File: src/rtl/irq_pkg.sv
// Shared constants for the SM83 interrupt responder.
// Register addresses, source indices and the IF read mask.
package irq_pkg;

  localparam logic [15:0] IF_ADDR = 16'hFF0F;
  localparam logic [15:0] IE_ADDR = 16'hFFFF;

  localparam int unsigned IRQ_NUM = 5;

  // IF bits 7..5 do not exist and read back as ones
  localparam logic [7:0] IF_UNIMP_MASK = 8'hE0;

  typedef enum logic [2:0] {
    IRQ_VBLANK = 3'd0,
    IRQ_STAT   = 3'd1,
    IRQ_TIMER  = 3'd2,
    IRQ_SERIAL = 3'd3,
    IRQ_JOYPAD = 3'd4
  } irq_src_e;

  function automatic logic [7:0] if_read_val(
    input logic [7:0] flags
  );
    return IF_UNIMP_MASK | flags;
  endfunction

endpackage

File: src/rtl/irq_responder_if.sv
// Core-side memory/IRQ bus as seen by the interrupt responder.
// The core is the master; the responder is the slave.
interface irq_responder_if;

  logic [15:0] A;
  logic [7:0]  D_IN;
  logic [7:0]  D_OUT;
  logic        D_OE;
  logic        RD;
  logic        WR;
  logic        MMIO_REQ;
  logic [7:0]  CPU_IRQ_TRIG;
  logic [7:0]  CPU_IRQ_ACK;
  logic        WAKE;

  modport master (
    output A,
    output D_IN,
    output RD,
    output WR,
    output MMIO_REQ,
    output CPU_IRQ_ACK,
    input  D_OUT,
    input  D_OE,
    input  CPU_IRQ_TRIG,
    input  WAKE
  );

  modport slave (
    input  A,
    input  D_IN,
    input  RD,
    input  WR,
    input  MMIO_REQ,
    input  CPU_IRQ_ACK,
    output D_OUT,
    output D_OE,
    output CPU_IRQ_TRIG,
    output WAKE
  );

endinterface

File: src/rtl/irq_edge_detect.sv
// Rising-edge detector; the history register tracks the level every
// cycle, so a reset leaves an already-high level looking "old".
module irq_edge_detect #(
  parameter int W = 1
) (
  input  logic         clk_i,
  input  logic         rst_i,
  input  logic [W-1:0] lvl_i,
  output logic [W-1:0] rise_o
);

  logic [W-1:0] hist_q;
  logic [W-1:0] hist_d;

  assign hist_d = lvl_i;

  always_ff @(posedge clk_i) begin
    hist_q <= hist_d;
  end

  assign rise_o = rst_i ? '0 : (lvl_i & ~hist_q);

endmodule

File: src/rtl/irq_responder.sv
// IF/IE register block and interrupt trigger for the SM83 core.
// Serves core reads/writes and latches peripheral request edges.
module irq_responder #(
  parameter int          NUM_IRQ = 5,
  parameter logic [15:0] IF_ADDR = irq_pkg::IF_ADDR,
  parameter logic [15:0] IE_ADDR = irq_pkg::IE_ADDR
) (
  input  logic               CLK,
  input  logic               SYNC_RESET,
  input  logic [NUM_IRQ-1:0] INT_REQ,
  irq_responder_if.slave     bus
);

  import irq_pkg::*;

  logic [NUM_IRQ-1:0] irq_rise;
  logic               wr_rise;
  logic               rd_rise;

  logic               hit_if;
  logic               hit_ie;
  logic               wr_go;
  logic               rd_ok;
  logic               rd_go;
  logic [NUM_IRQ-1:0] ack;

  logic [NUM_IRQ-1:0] if_q;
  logic [NUM_IRQ-1:0] if_d;
  logic [7:0]         ie_q;
  logic [7:0]         ie_d;
  logic [7:0]         dout_q;
  logic [7:0]         dout_d;
  logic               doe_q;
  logic               doe_d;
  logic [7:0]         trig_q;
  logic [7:0]         trig_d;
  logic               wake_q;
  logic               wake_d;

  irq_edge_detect #(
    .W (NUM_IRQ)
  ) u_irq_edge (
    .clk_i  (CLK),
    .rst_i  (SYNC_RESET),
    .lvl_i  (INT_REQ),
    .rise_o (irq_rise)
  );

  irq_edge_detect #(
    .W (1)
  ) u_wr_edge (
    .clk_i  (CLK),
    .rst_i  (SYNC_RESET),
    .lvl_i  (bus.WR),
    .rise_o (wr_rise)
  );

  irq_edge_detect #(
    .W (1)
  ) u_rd_edge (
    .clk_i  (CLK),
    .rst_i  (SYNC_RESET),
    .lvl_i  (bus.RD),
    .rise_o (rd_rise)
  );

  assign hit_if = (bus.A == IF_ADDR);
  assign hit_ie = (bus.A == IE_ADDR);

  assign wr_go = wr_rise & bus.MMIO_REQ;

  // a concurrent write wins, so the read side stays off the bus
  assign rd_ok = bus.RD & ~bus.WR & bus.MMIO_REQ
               & (hit_if | hit_ie);
  assign rd_go = rd_ok & rd_rise;

  assign ack = bus.CPU_IRQ_ACK[NUM_IRQ-1:0];

  generate
    if (NUM_IRQ < 8) begin : g_ack_hi
      logic unused_ack_hi;
      assign unused_ack_hi = ^bus.CPU_IRQ_ACK[7:NUM_IRQ];
    end
  endgenerate

  always_comb begin
    if_d = if_q;
    if (wr_go && hit_if) begin
      if_d = bus.D_IN[NUM_IRQ-1:0];
    end
    // new request beats ack, ack beats the CPU write
    if_d = (if_d & ~ack) | irq_rise;
  end

  always_comb begin
    ie_d = ie_q;
    if (wr_go && hit_ie) begin
      ie_d = bus.D_IN;
    end
  end

  always_comb begin
    doe_d  = rd_go | (doe_q & rd_ok);
    dout_d = dout_q;
    if (rd_go) begin
      dout_d = hit_if ? if_read_val(8'(if_q)) : ie_q;
    end
  end

  always_comb begin
    trig_d = '0;
    trig_d[NUM_IRQ-1:0] = if_q & ie_q[NUM_IRQ-1:0];
    wake_d = |trig_d;
  end

  always_ff @(posedge CLK) begin
    if (SYNC_RESET) begin
      if_q   <= '0;
      ie_q   <= '0;
      dout_q <= '0;
      doe_q  <= 1'b0;
      trig_q <= '0;
      wake_q <= 1'b0;
    end else begin
      if_q   <= if_d;
      ie_q   <= ie_d;
      dout_q <= dout_d;
      doe_q  <= doe_d;
      trig_q <= trig_d;
      wake_q <= wake_d;
    end
  end

  assign bus.D_OUT        = dout_q;
  assign bus.D_OE         = doe_q;
  assign bus.CPU_IRQ_TRIG = trig_q;
  assign bus.WAKE         = wake_q;

endmodule
File: src/flat_wrapper.sv
// flat-port wrapper written by rule: the top's interface ports become plain ports
module irq_responder_flat import irq_pkg::*;
#(
  parameter int          NUM_IRQ = 5,
  parameter logic [15:0] IF_ADDR = irq_pkg::IF_ADDR,
  parameter logic [15:0] IE_ADDR = irq_pkg::IE_ADDR
)
  (CLK, SYNC_RESET, INT_REQ, bus_A, bus_D_IN, bus_RD, bus_WR, bus_MMIO_REQ, bus_CPU_IRQ_ACK, bus_D_OUT, bus_D_OE, bus_CPU_IRQ_TRIG, bus_WAKE);
  irq_responder_if bus_i ();
  input  logic CLK;
  input  logic SYNC_RESET;
  input  logic [NUM_IRQ-1:0] INT_REQ;
  input wire logic [$bits(bus_i.A)-1:0] bus_A;
  input wire logic [$bits(bus_i.D_IN)-1:0] bus_D_IN;
  input wire logic [$bits(bus_i.RD)-1:0] bus_RD;
  input wire logic [$bits(bus_i.WR)-1:0] bus_WR;
  input wire logic [$bits(bus_i.MMIO_REQ)-1:0] bus_MMIO_REQ;
  input wire logic [$bits(bus_i.CPU_IRQ_ACK)-1:0] bus_CPU_IRQ_ACK;
  output wire logic [$bits(bus_i.D_OUT)-1:0] bus_D_OUT;
  output wire logic [$bits(bus_i.D_OE)-1:0] bus_D_OE;
  output wire logic [$bits(bus_i.CPU_IRQ_TRIG)-1:0] bus_CPU_IRQ_TRIG;
  output wire logic [$bits(bus_i.WAKE)-1:0] bus_WAKE;
  assign bus_i.A = bus_A;
  assign bus_i.D_IN = bus_D_IN;
  assign bus_i.RD = bus_RD;
  assign bus_i.WR = bus_WR;
  assign bus_i.MMIO_REQ = bus_MMIO_REQ;
  assign bus_i.CPU_IRQ_ACK = bus_CPU_IRQ_ACK;
  assign bus_D_OUT = bus_i.D_OUT;
  assign bus_D_OE = bus_i.D_OE;
  assign bus_CPU_IRQ_TRIG = bus_i.CPU_IRQ_TRIG;
  assign bus_WAKE = bus_i.WAKE;
  irq_responder #(.NUM_IRQ(NUM_IRQ), .IF_ADDR(IF_ADDR), .IE_ADDR(IE_ADDR)) u_core (.CLK(CLK), .SYNC_RESET(SYNC_RESET), .INT_REQ(INT_REQ), .bus(bus_i));
endmodule
File: config.mk
export PLATFORM = sky130hd
export DESIGN_NAME = irq_responder_flat
export DESIGN_NICKNAME = d
export VERILOG_FILES = /design/src/rtl/irq_pkg.sv /design/src/rtl/irq_responder_if.sv /design/src/rtl/irq_edge_detect.sv /design/src/rtl/irq_responder.sv /design/src/flat_wrapper.sv
export SDC_FILE = /design/constraint.sdc
export NUM_CORES = 1
export LEC_CHECK = 0
export ABC_AREA = 0
export CAP_MARGIN = 20
export CORE_ASPECT_RATIO = 0.7
export CORE_MARGIN = 8
export CORE_UTILIZATION = 35
export DETAILED_ROUTE_END_ITERATION = 7
export GPL_TIMING_DRIVEN = 0
export PLACE_DENSITY_LB_ADDON = 0.3
export SLEW_MARGIN = 20
export SYNTH_ARGS = -nofsm -noshare
export SYNTH_HDL_FRONTEND = slang
export SYNTH_SLANG_ARGS = --single-unit
File: constraint.sdc
create_clock -name CLK -period 4.7 [get_ports CLK]
set_input_delay 1.41 -clock CLK [delete_from_list [all_inputs] [get_ports CLK]]
set_output_delay 1.41 -clock CLK [all_outputs]
set_load 0.05 [all_outputs]
==> impl_metrics.json, run 1 <==
{
  "maxSlewViolCount": 0,
  "wl_per_cell_um": 14.4,
  "path_depth": 5,
  "grt_first_pass_wirelength_um": 6620,
  "crit_arrival_ns": 3.52,
  "p_leak_nw": 0.718,
  "cp_cell_sequence": "clkdlybuf4s50_1 > nor4bb_1 > nand2b_1 > o21ai_0 > a21oi_1",
  "place_ws_ns": 1.05,
  "fin_ws_ns": 1.33,
  "synth-edff-count": 0,
  "area_growth_pct": 47.3,
  "cp_max_fo": 8,
  "rsz0062_at_grt": "no",
  "setup_viol": 0,
  "yosysWarningCount": 0,
  "clock_skew_ns": 0.00551,
  "cts_resized": 0,
  "ys_async_sr_fraction": 0,
  "fin_crit_sh": 0.716,
  "register_area_um2": 701,
  "grt_max_degree": 11,
  "holdPathStages": 1,
  "insertion_delay_ns": 0.28,
  "fin_nets": 268,
  "grt_usage": 0.125,
  "synth_seq_cells": 35,
  "ys_seq_area_frac": 0.479,
  "drt_iter0_drc": 158,
  "cp-end-kind": "flop",
  "cap_violations": 0,
  "min_period_ns": 3.37,
  "synthFlopType": "dfxtp_1",
  "cp_data_required_time_ns": 4.85,
  "netlist_area_mm2": 0.00146,
  "die_w_um": 93.2,
  "cp_num_buf_inv": 1,
  "crit_path_max_incr_delay_ns": 0.91,
  "hp-class": "flop to flop",
  "r2r-start": "u_core.u_wr_edge.hist_q",
  "diodes": 0,
  "core_mm2": 0.00397,
  "layout-drive-gt1-share": 0.0841,
  "tightest_slew_ns": 1.03,
  "r2r_slack_ns": 2.73,
  "yosys-top-cells-area": "dfxtp_1 (48%), a21oi_1 (5.8%), nor3b_1 (5.1%), nand3_1 (4.5%), nand2_1 (3.9%)",
  "holdPathEnd": "u_core.if_q[2]",
  "port_buffers": 53,
  "worstSetupPathType": "primary input to flop",
  "post-route-drc-count": 0,
  "power_density_mw_per_mm2": 273,
  "postCtsHoldBufs": 0,
  "finalHoldViolCount": 0,
  "place.gp.congestion": 0.811,
  "r2r_cells": 4,
  "grt-ovfl-total": 0,
  "initial_core_util": 0.368,
  "cts_root_buf": "clkbuf_8",
  "multiInputGateArea_um2": 684,
  "grt_pass1_vias": 1340,
  "io_pins": 60,
  "cts.sinks": 35,
  "synth_area_leader_cell": "dfxtp_1",
  "status": "complete, no violations",
  "dieArea_mm2": 0.00653,
  "syn_inst": 164,
  "avgViaCountPerCell": 4.97,
  "vias": 1383,
  "max_freq_mhz": 297,
  "first_pass_iters": 4,
  "hp-start": "u_core.u_irq_edge.hist_q[2]",
  "cts_setup_buffers": 0,
  "numCtsBuffers": 5,
  "crit_slowest_cell": "nor4bb_1",
  "synth.avg_cell_area_um2": 8.91,
  "cts_buffer_depth": 2,
  "cts_max_level": 2,
  "wirelength_um": 4000,
  "crit_family": "simple AND/OR/NAND/NOR gates",
  "fill_cells": 368,
  "fin_setup_tns_ns": 0,
  "ant_nets": 0,
  "cts_tree": "yes",
  "clk_pin_slew_worst_paths_ns": 0.07,
  "synth_top_area_frac": 0.479,
  "hpwl_um": 3140,
  "worst_ir_drop_vdd_uv": 123,
  "ys_types": 34,
  "row_count": 19,
  "antenna_found_initial": 0,
  "crit_path_start_kind": "primary input",
  "worstReg2RegEnd": "u_core.ie_q[4]",
  "die_height_um": 70.1,
  "slew_headroom": 0.302
}
==> logic make-up after synthesis <==
group,count (synthesis),share of synthesized area
and+or+nand+nor,67,0.270
AOI/OAI and AO/OA,45,0.191
DFF,35,0.479
buffers and inverters,16,0.0574
other,1,0.00257
==> final cells by class <==
cell class | count | area share
repair buffers | 53 | 0.247
flip-flops and latches | 35 | 0.326
clock inverters | 1 | 0.00233
multi-input cells | 115 | 0.318
clock buffers | 6 | 0.0384
well taps | 52 | 0.0302
inverters | 6 | 0.0105
plain buffers | 10 | 0.0285
==> registers in the layout, indices dropped and copies added, names as in the netlist <==
register                  count
u_core.bus.D_OUT              8
u_core.u_rd_edge.hist_q       1
u_core.ie_q                   8
u_core.u_wr_edge.hist_q       1
u_core.bus.D_OE               1
u_core.bus.WAKE               1
u_core.bus.CPU_IRQ_TRIG       5
u_core.if_q                   5
u_core.u_irq_edge.hist_q      5
==> how the worst max path moves through the flow <==
stage | from | slack, ns | endpoint
after floorplan | bus_A[4] | 1.70 | u_core.if_q[1]
after detailed placement | bus_A[4] | 1.05 | u_core.if_q[3]
after CTS | bus_A[4] | 1.34 | u_core.if_q[1]
final | bus_MMIO_REQ | 1.33 | u_core.ie_q[4]
after global routing | bus_MMIO_REQ | 1.19 | u_core.ie_q[0]
after global placement | bus_A[4] | 1.06 | u_core.if_q[3]
==> Yosys cell counts (5+ instances only) <==
| library cell | number |
|---|---|
| a21oi_1 | 17 |
| a311oi_1 | 5 |
| dfxtp_1 | 35 |
| inv_1 | 6 |
| nand2_1 | 15 |
| nand3_1 | 13 |
| nor2_1 | 9 |
| nor3b_1 | 10 |
| o21ai_0 | 8 |
| o311ai_1 | 5 |
==> power by group <==
group,switching [mW],leakage [nW],internal [mW]
combinational,0.0251,0.385,0.0370
sequential,0.00341,0.285,0.302
clock,0.104,0.0470,0.115
total,0.133,0.718,0.454
==> cells in the final DEF (no fill, tap or decap), types with 5 or more instances in the layout <==
master | netlist | final
clkbuf_8 | 0 | 6
nor3b_1 | 10 | 10
a311oi_1 | 5 | 5
nand2_1 | 15 | 15
o311ai_1 | 5 | 5
nand3_1 | 13 | 13
clkdlybuf4s50_1 | 0 | 53
dfxtp_1 | 35 | 35
nor2_1 | 9 | 9
o21ai_0 | 8 | 8
a21oi_1 | 17 | 17
inv_1 | 6 | 6
==> routing by layer <==
layer	global-route usage	vias to the layer above	part of all wire
li1	-	720	-
met1	0.167	611	0.48
met2	0.176	46	0.42
met3	0.0512	6	0.092
met4	0.0427	0	0.011
met5	0	-	0
==> through the flow <==
stage / utilization / instances / total power [mW] / hold slack [ns] / instance area, um2
floorplan: - / 166 / 0.334 / 0.427 / 1470
CTS: 0.542 / 278 / 0.588 / 0.447 / 2150
global route: 0.542 / 278 / 0.610 / 0.479 / 2150
detailed placement: 0.520 / 271 / 0.374 / 0.440 / 2060
finish: 0.542 / 278 / 0.587 / 0.444 / 2150
global placement: 0.520 / 271 / 0.374 / 0.433 / 2060
(Power assumes the default switching activity.)
==> run 2, diff against run 1 <==
clock period = 3.45 ns   (was 4.7 ns; I/O delays follow)
==> results of run 2 <==
Same layout as run 1 (identical final DEF). Status: complete, no violations.
Main changes from that run: setup slack after placement 1.05 ns -> 0.177 ns; setup slack after layout 1.33 ns -> 0.459 ns; register-to-register setup slack 2.73 ns -> 1.48 ns; total power 0.587 mW -> 0.799 mW; worst IR drop on VDD 123 uV -> 167 uV
